`src/rtl/traffic_pkg.sv`:
```
// ----------------------------------------------------------------------------
// traffic_pkg
// Shared definitions for the traffic phase scheduler:
//   - phase_e      : the three lamp phases an intersection cycles through
//   - DEF_*        : default approach count and timing lengths, in ticks
//   - bitsFor      : width needed to hold the values 0 .. v-1 (at least 1 bit)
//   - maxOf3       : largest of three timing lengths, used to size the timer
// ----------------------------------------------------------------------------
package traffic_pkg;

    typedef enum logic [1:0] {
        ST_GREEN  = 2'd0,
        ST_YELLOW = 2'd1,
        ST_ALLRED = 2'd2
    } phase_e;

    localparam int DEF_N_APPR      = 4;
    localparam int DEF_T_MIN_GREEN = 8;
    localparam int DEF_T_MAX_GREEN = 15;
    localparam int DEF_T_YELLOW    = 3;
    localparam int DEF_T_ALLRED    = 1;

    function automatic int bitsFor(input int v);
        return (v > 1) ? $clog2(v) : 1;
    endfunction

    function automatic int maxOf3(input int a, input int b, input int c);
        int m;
        m = (a > b) ? a : b;
        return (m > c) ? m : c;
    endfunction

endpackage

```
`src/rtl/traffic_phase_sched_if.sv`:
```
// ----------------------------------------------------------------------------
// traffic_phase_sched_if
// Bundles the scheduler's timebase, sensor and lamp signals.
//   tick        : timebase enable, timers only advance when high
//   req         : level vehicle-sensor request, one bit per approach
//   red/yellow/green : per-approach lamp drive, exactly one high per approach
//   active_idx  : approach that currently owns the intersection
//   phase_done  : one-cycle pulse on the first cycle of every new green
// Modports:
//   master : the environment (drives tick/req, observes lamps)
//   slave  : the scheduler itself
// ----------------------------------------------------------------------------
interface traffic_phase_sched_if
    import traffic_pkg::*;
#(
    parameter int N_APPR = DEF_N_APPR
);

    localparam int IDX_W = bitsFor(N_APPR);

    logic              tick;
    logic [N_APPR-1:0] req;
    logic [N_APPR-1:0] red;
    logic [N_APPR-1:0] yellow;
    logic [N_APPR-1:0] green;
    logic [IDX_W-1:0]  active_idx;
    logic              phase_done;

    modport master (
        output tick, req,
        input  red, yellow, green, active_idx, phase_done
    );

    modport slave (
        input  tick, req,
        output red, yellow, green, active_idx, phase_done
    );

endinterface

```
`src/rtl/traffic_phase_sched_rr_pick.sv`:
```
// ----------------------------------------------------------------------------
// rr_pick
// Combinational round-robin selection of the next approach to get green.
//   pend_i       : latched requests per approach
//   active_idx_i : approach currently owning the intersection
//   valid_o      : a candidate exists
//   idx_o        : the candidate approach
// Scans from active_idx_i+1 upward with wrap-around; if nothing is pending,
// the main road (approach 0) is offered unless it already owns the junction.
// ----------------------------------------------------------------------------
module rr_pick
    import traffic_pkg::*;
#(
    parameter int N_APPR = DEF_N_APPR
) (
    input  logic [N_APPR-1:0]          pend_i,
    input  logic [bitsFor(N_APPR)-1:0] active_idx_i,
    output logic                       valid_o,
    output logic [bitsFor(N_APPR)-1:0] idx_o
);

    localparam int IDX_W = bitsFor(N_APPR);

    logic [IDX_W-1:0] j;

    // Walk the ring from the farthest offset back to the nearest one, so the
    // nearest pending approach after the current owner is the last to write
    // and therefore wins. The main road fallback only applies when nothing
    // is pending at all.
    always_comb begin
        valid_o = 1'b0;
        idx_o   = '0;
        j       = '0;
        for (int k = N_APPR; k >= 1; k--) begin
            j = IDX_W'((int'(active_idx_i) + k) % N_APPR);
            if (pend_i[j]) begin
                valid_o = 1'b1;
                idx_o   = j;
            end
        end
        if (!valid_o && (active_idx_i != '0)) begin
            valid_o = 1'b1;
            idx_o   = '0;
        end
    end

endmodule

```
`src/rtl/traffic_phase_sched.sv`:
```
// ----------------------------------------------------------------------------
// traffic_phase_sched
// Round-robin traffic light phase scheduler for N_APPR approaches sharing an
// intersection. Approach 0 is the main road and rests green when nobody else
// is waiting. Each served approach passes through GREEN -> YELLOW -> ALLRED
// before the next owner gets green.
// Ports:
//   clk   : single clock, all state changes on its rising edge
//   reset : synchronous, active-high; returns to main-road green, drops
//           all latched requests
//   bus   : traffic_phase_sched_if.slave (tick, req, lamps, active_idx,
//           phase_done)
// ----------------------------------------------------------------------------
module traffic_phase_sched
    import traffic_pkg::*;
#(
    parameter int N_APPR      = DEF_N_APPR,
    parameter int T_MIN_GREEN = DEF_T_MIN_GREEN,
    parameter int T_MAX_GREEN = DEF_T_MAX_GREEN,
    parameter int T_YELLOW    = DEF_T_YELLOW,
    parameter int T_ALLRED    = DEF_T_ALLRED
) (
    input  logic                        clk,
    input  logic                        reset,
    traffic_phase_sched_if.slave        bus
);

    localparam int IDX_W   = bitsFor(N_APPR);
    // The timer must reach the last tick of whichever interval is longest;
    // with the default timings this is T_MAX_GREEN-1.
    localparam int CNT_TOP = maxOf3(T_MAX_GREEN, T_YELLOW, T_ALLRED);
    localparam int CNT_W   = bitsFor(CNT_TOP);

    localparam logic [CNT_W-1:0] CNT_SAT  = CNT_W'(CNT_TOP - 1);
    localparam logic [CNT_W-1:0] MIN_LAST = CNT_W'(T_MIN_GREEN - 1);
    localparam logic [CNT_W-1:0] MAX_LAST = CNT_W'(T_MAX_GREEN - 1);
    localparam logic [CNT_W-1:0] YEL_LAST = CNT_W'(T_YELLOW - 1);
    localparam logic [CNT_W-1:0] AR_LAST  = CNT_W'(T_ALLRED - 1);

    phase_e            state_q, state_d;
    logic [CNT_W-1:0]  cnt_q, cnt_d;
    logic [IDX_W-1:0]  activeIdx_q, activeIdx_d;
    logic [IDX_W-1:0]  nextIdx_q, nextIdx_d;
    logic [N_APPR-1:0] pend_q, pend_d;
    logic              phaseDone_q, phaseDone_d;

    logic              pickValid;
    logic [IDX_W-1:0]  pickIdx;
    logic [N_APPR-1:0] greenMask;
    logic [N_APPR-1:0] lampRed, lampYellow, lampGreen;

    rr_pick #(
        .N_APPR (N_APPR)
    ) u_pick (
        .pend_i       (pend_q),
        .active_idx_i (activeIdx_q),
        .valid_o      (pickValid),
        .idx_o        (pickIdx)
    );

    // The owner's own sensor is ignored while it is green; it only needs to
    // be remembered once its green has ended.
    assign greenMask = (state_q == ST_GREEN) ? (N_APPR'(1) << activeIdx_q) : '0;

    // State register: every piece of scheduler state moves together on the
    // clock edge; reset puts the main road back in green with a clean slate.
    always_ff @(posedge clk) begin
        if (reset) begin
            state_q     <= ST_GREEN;
            cnt_q       <= '0;
            activeIdx_q <= '0;
            nextIdx_q   <= '0;
            pend_q      <= '0;
            phaseDone_q <= 1'b0;
        end else begin
            state_q     <= state_d;
            cnt_q       <= cnt_d;
            activeIdx_q <= activeIdx_d;
            nextIdx_q   <= nextIdx_d;
            pend_q      <= pend_d;
            phaseDone_q <= phaseDone_d;
        end
    end

    // Next-state logic. Requests latch every cycle regardless of tick; the
    // timer and phase only move on tick cycles. Green ends once minimum green
    // has elapsed and someone else is waiting, but a still-present owner keeps
    // it up to the maximum green. The chosen successor is frozen in nextIdx
    // at the start of yellow so late requests cannot reorder the hand-over.
    always_comb begin
        state_d     = state_q;
        cnt_d       = cnt_q;
        activeIdx_d = activeIdx_q;
        nextIdx_d   = nextIdx_q;
        phaseDone_d = 1'b0;
        pend_d      = pend_q | (bus.req & ~greenMask);

        if (bus.tick) begin
            if (cnt_q != CNT_SAT) begin
                cnt_d = cnt_q + CNT_W'(1);
            end
            case (state_q)
                ST_GREEN: begin
                    if (pickValid && (cnt_q >= MIN_LAST) &&
                        (!bus.req[activeIdx_q] || (cnt_q >= MAX_LAST))) begin
                        state_d   = ST_YELLOW;
                        cnt_d     = '0;
                        nextIdx_d = pickIdx;
                    end
                end
                ST_YELLOW: begin
                    if (cnt_q == YEL_LAST) begin
                        state_d = ST_ALLRED;
                        cnt_d   = '0;
                    end
                end
                ST_ALLRED: begin
                    if (cnt_q == AR_LAST) begin
                        state_d             = ST_GREEN;
                        cnt_d               = '0;
                        activeIdx_d         = nextIdx_q;
                        phaseDone_d         = 1'b1;
                        pend_d[nextIdx_q]   = 1'b0;
                    end
                end
                default: begin
                    state_d = ST_GREEN;
                    cnt_d   = '0;
                end
            endcase
        end
    end

    // Lamp decode straight from registered phase and owner: everyone is red
    // except the owner during green or yellow.
    always_comb begin
        lampRed    = '1;
        lampYellow = '0;
        lampGreen  = '0;
        case (state_q)
            ST_GREEN: begin
                lampRed[activeIdx_q]   = 1'b0;
                lampGreen[activeIdx_q] = 1'b1;
            end
            ST_YELLOW: begin
                lampRed[activeIdx_q]    = 1'b0;
                lampYellow[activeIdx_q] = 1'b1;
            end
            default: begin
                lampRed = '1;
            end
        endcase
    end

    assign bus.red        = lampRed;
    assign bus.yellow     = lampYellow;
    assign bus.green      = lampGreen;
    assign bus.active_idx = activeIdx_q;
    assign bus.phase_done = phaseDone_q;

endmodule

```
`src/flat_wrapper.sv`:
```
// flat-port wrapper written by rule: the top's interface ports become plain ports
module traffic_phase_sched_flat import traffic_pkg::*;
#(
    parameter int N_APPR      = DEF_N_APPR,
    parameter int T_MIN_GREEN = DEF_T_MIN_GREEN,
    parameter int T_MAX_GREEN = DEF_T_MAX_GREEN,
    parameter int T_YELLOW    = DEF_T_YELLOW,
    parameter int T_ALLRED    = DEF_T_ALLRED
)
  (clk, reset, bus_tick, bus_req, bus_red, bus_yellow, bus_green, bus_active_idx, bus_phase_done);
  traffic_phase_sched_if #(.N_APPR(N_APPR)) bus_i ();
  input  logic clk;
  input  logic reset;
  input wire logic [$bits(bus_i.tick)-1:0] bus_tick;
  input wire logic [$bits(bus_i.req)-1:0] bus_req;
  output wire logic [$bits(bus_i.red)-1:0] bus_red;
  output wire logic [$bits(bus_i.yellow)-1:0] bus_yellow;
  output wire logic [$bits(bus_i.green)-1:0] bus_green;
  output wire logic [$bits(bus_i.active_idx)-1:0] bus_active_idx;
  output wire logic [$bits(bus_i.phase_done)-1:0] bus_phase_done;
  assign bus_i.tick = bus_tick;
  assign bus_i.req = bus_req;
  assign bus_red = bus_i.red;
  assign bus_yellow = bus_i.yellow;
  assign bus_green = bus_i.green;
  assign bus_active_idx = bus_i.active_idx;
  assign bus_phase_done = bus_i.phase_done;
  traffic_phase_sched #(.N_APPR(N_APPR), .T_MIN_GREEN(T_MIN_GREEN), .T_MAX_GREEN(T_MAX_GREEN), .T_YELLOW(T_YELLOW), .T_ALLRED(T_ALLRED)) u_core (.clk(clk), .reset(reset), .bus(bus_i));
endmodule
```
`config.mk`:
```
export PLATFORM = sky130hd
export DESIGN_NAME = traffic_phase_sched_flat
export DESIGN_NICKNAME = d
export VERILOG_FILES = /design/src/rtl/traffic_pkg.sv /design/src/rtl/traffic_phase_sched_if.sv /design/src/rtl/traffic_phase_sched_rr_pick.sv /design/src/rtl/traffic_phase_sched.sv /design/src/flat_wrapper.sv
export SDC_FILE = /design/constraint.sdc
export NUM_CORES = 1
export LEC_CHECK = 0
export ABC_AREA = 1
export ABC_CLOCK_PERIOD_IN_PS = 4250
export BUFFER_PORTS_ARGS = -buffer_cell sky130_fd_sc_hd__buf_2
export CORE_MARGIN = 5
export CORE_UTILIZATION = 55
export DETAILED_ROUTE_END_ITERATION = 16
export PLACE_DENSITY_LB_ADDON = 0.3
export SETUP_SLACK_MARGIN = 0.5
export SLEW_MARGIN = 5
export SYNTH_ARGS = -nofsm -noshare
export SYNTH_HDL_FRONTEND = slang
export SYNTH_SLANG_ARGS = --single-unit
export TNS_END_PERCENT = 100
```
`constraint.sdc`:
```
create_clock -name clk -period 4.25 [get_ports clk]
set_clock_uncertainty 0.2 [all_clocks]
set_input_delay 0.425 -clock clk [delete_from_list [all_inputs] [get_ports clk]]
set_output_delay 0.425 -clock clk [all_outputs]
set_load 0.01 [all_outputs]
```
==> results by group <==
Status
  – Status: finished clean

Synthesis
  – Post-synth EDFFs: 0
  – Synthesized instance count: 170
  – Sequential cell area fraction in the yosys report: between 20 and 30%
  – Synth Register Bits: 15
  – Synth cell count leaders: 41 x nand2_1, 23 x nor2_1, 17 x inv_1
  – Synth area leaders: dfxtp_1 26%, nand2_1 13%, ha_1 7.5%
  – Area leader, netlist: dfxtp_1
  – Mean Syn Cell Area: ~7 um2
  – Ys flop type: dfxtp_1
  – Most frequent cell after synthesis: nand2_1
  – Mapped Nets: around 180
  – Mapped Area: 1170 um2
  – Synth cell types: 26
  – Synth Warn #: 0
  – Post-synth ARST share: 0%
  – Synth top area share: between 20% and 30%

Layout
  – Fin area: ~1300 um2
  – # diodes: 0
  – Area delta synth->final: 11.0%
  – Final #Nets: ~210
  – Final core utilization: between 60% and 70%
  – Share of cells above drive strength 1: between 20% and 30%

CTS
  – Clk_lat worst skew: about 0.28 ns
  – H-tree depth: 1
  – Clock buffer depth: 2
  – Post-CTS Setup Inserts: 0
  – CTS Hold Buffers Added: 0
  – Root buf cell: clkbuf_4
  – CTS resizes: 0
  – Clk sinks: 15
  – CTS tree: done
  – Clock-pin slew on the worst setup and hold paths: 0.10 ns
  – Total CTS buffers: 3

STA
  – Final period utilization: between 50% and 60%
  – Final Slew Violations: 0
  – Final worst-path setup slack: around 1.8 ns
  – RSZ-0062 raised after global routing: no
  – Final setup fails: 0
  – Worst Max-Slew Pin Slew: 0.648 ns
  – Fmax: around 0.4 GHz
  – Slew headroom: 56.7%
  – Period minus WS final: 2.45 ns
  – Final hold vios: 0
  – Setup_tns: 0 ns

Die
  – Initial cell density of the core: 58.5%
  – Core Footprint: 2000 um2
  – Std-Cell Rows: 16
  – Die Width: 56.1 um
  – # IOs: 22
  – Total Die Area: 3150 um2
  – DIE HEIGHT: approximately 56 um

Routing
  – Routed length per placed instance: roughly 12 um
  – DRT Pass-1 Iters: 4
  – Drt drc: 0
  – Vias: around 1,100
  – Detailed Route Iter0 Violations: 37
  – Detail Route Antenna Nets: 0
  – Vias per cell: 5.14
  – Final WL: 2650 um

Power and ir drop
  – NetSw: roughly 90 uW
  – Switching Fraction: between 30% and 40%
  – Sequential share of power: roughly half
  – Combinational share of power: around a fifth
  – Final Power: just under 300 uW
  – VDD IR max: approximately 0.00022 V
  – Lkg Pwr: between 0.6 and 0.7 nW
  – Clock Power Share: between 20% and 30%
  – Int Pwr: around 200 uW
  – PD cells: 226 nW/um2

Worst setup path
  – Critical Path RT: 3.62 ns
  – Crit. End Element: output pin
  – CP peak stage delay: 0.74 ns
  – Crit-path cells: inv_2 > ha_1 > nand2_1 > nor2_1 > buf_2
  – Worst-path fanout max: 14
  – Worst path top cell family by delay: flip-flops
  – CP max-delay cell: dfxtp_1
  – CP arrival: ~1.8 ns
  – Crit Path Class: register to output pin
  – Startpoint types: register
  – Crit path buf inv count: 2

Worst hold path
  – Worst Hold Class: primary input to register

Placed design
  – Pre-CTS setup slack: around 2.1 ns
  – Post-place instance area: 1270 um2
  – Dpl hpwl: between 2000 and 2500 um
  – PortBufs: 21
  – Routability cong.: around 0.79

Job
  – Maxcap violations: 0

Global route
  – Vias in the first global route: between 1,000 and 1,500
  – First-pass GRT wire length: between 4000 and 5000 um
  – GRT Residual Overflow: 0
  – Initial antenna violation count: 0
  – Largest net degree at the start of global routing: 15
  – Gr usage total: 18.1%
## power by group through the flow
| stage | combinational [mW] | clock [mW] | sequential, mW |
|---|---|---|---|
| floorplan | 0.0445 | 0 | 0.154 |
| global placement | 0.0575 | 0 | 0.155 |
| detailed placement | 0.0595 | 0 | 0.155 |
| CTS | 0.0600 | 0.0849 | 0.152 |
| global route | 0.0679 | 0.0932 | 0.153 |
| finish | 0.0598 | 0.0814 | 0.152 |
## per-stage QoR
stage	hold slack, ns	instances
after floorplan	0.283	170
after global placement	0.303	214
after CTS	0.242	218
after detailed placement	0.306	214
after global routing	0.239	218
final	0.242	218
## tightest hold or removal path, delay by kind of cell
family                 cells  cell delay, ns
buffers and inverters      1            0.10
AO/OA/AOI/OAI              2            0.15
## placed cells by master, fill, tap and decap left out, drive strengths merged
master  synthesis  final
nand2          52     52
nor2           26     26
buf             4     21
inv            21     21
dfxtp          15     15
a21oi          12     12
nand3          11     11
o21ai           8      8
ha              7      7
a211oi          4      4
nor3            3      3
clkbuf          0      3
nand4           2      2
nor3b           1      1
a221oi          1      1
xor2            1      1
nand3b          1      1
or2             1      1
clkinv          0      1
## metal layers
metal / vias to the layer above / wire, um / part of all wire [%] / GRT usage [%]
met5: - / 0 / 0 / 0
met4: 0 / 18 / 0.68 / 7.80
met3: 2 / 104 / 3.9 / 3.71
met2: 23 / 1360 / 51 / 32.4
met1: 511 / 1170 / 44 / 20.3
li1: 585 / - / - / -
## sequential cells by signal, summed over array words and instances (netlist names)
name,flops
u_core.bus.phase_done,1
u_core.cnt_q,4
u_core.bus.active_idx,2
u_core.state_q,2
u_core.nextIdx_q,2
u_core.pend_q,4
## worst paths after layout
| path | startpoint | endpoint | slack [ns] | depth (start not counted) |
|---|---|---|---|---|
| max reg2reg | u_core.bus.active_idx[0] | u_core.nextIdx_q[0] | 2.05 | 10 |
| min reg2reg | u_core.pend_q[3] | u_core.pend_q[3] | 0.32 | 2 |
| max | u_core.bus.active_idx[0] | bus_green[0] | 1.80 | 5 |
| min | bus_req[3] | u_core.pend_q[3] | 0.24 | 3 |
## logic make-up after synthesis
kind of cell / count (synthesis) / synth area share (%)
XOR/XNOR: 1 / 0.748
AND/OR/NAND/NOR: 97 / 41.8
buffers and inverters: 25 / 9.93
AO/OA/AOI/OAI: 25 / 14.4
flip-flops: 15 / 25.6
adder cells (fa/ha/maj): 7 / 7.48
## cell type report
| type | instances | area, um2 |
|---|---|---|
| Clock buffer | 3 | 22.5 |
| Clock inverter | 1 | 5.00 |
| Tap cell | 27 | 33.8 |
| Multi-Input combinational cell | 130 | 754 |
| Sequential cell | 15 | 300 |
| Fill cell | 189 | 702 |
| Inverter | 21 | 78.8 |
| Timing Repair Buffer | 21 | 105 |
Power figures use the tool's default switching activity.
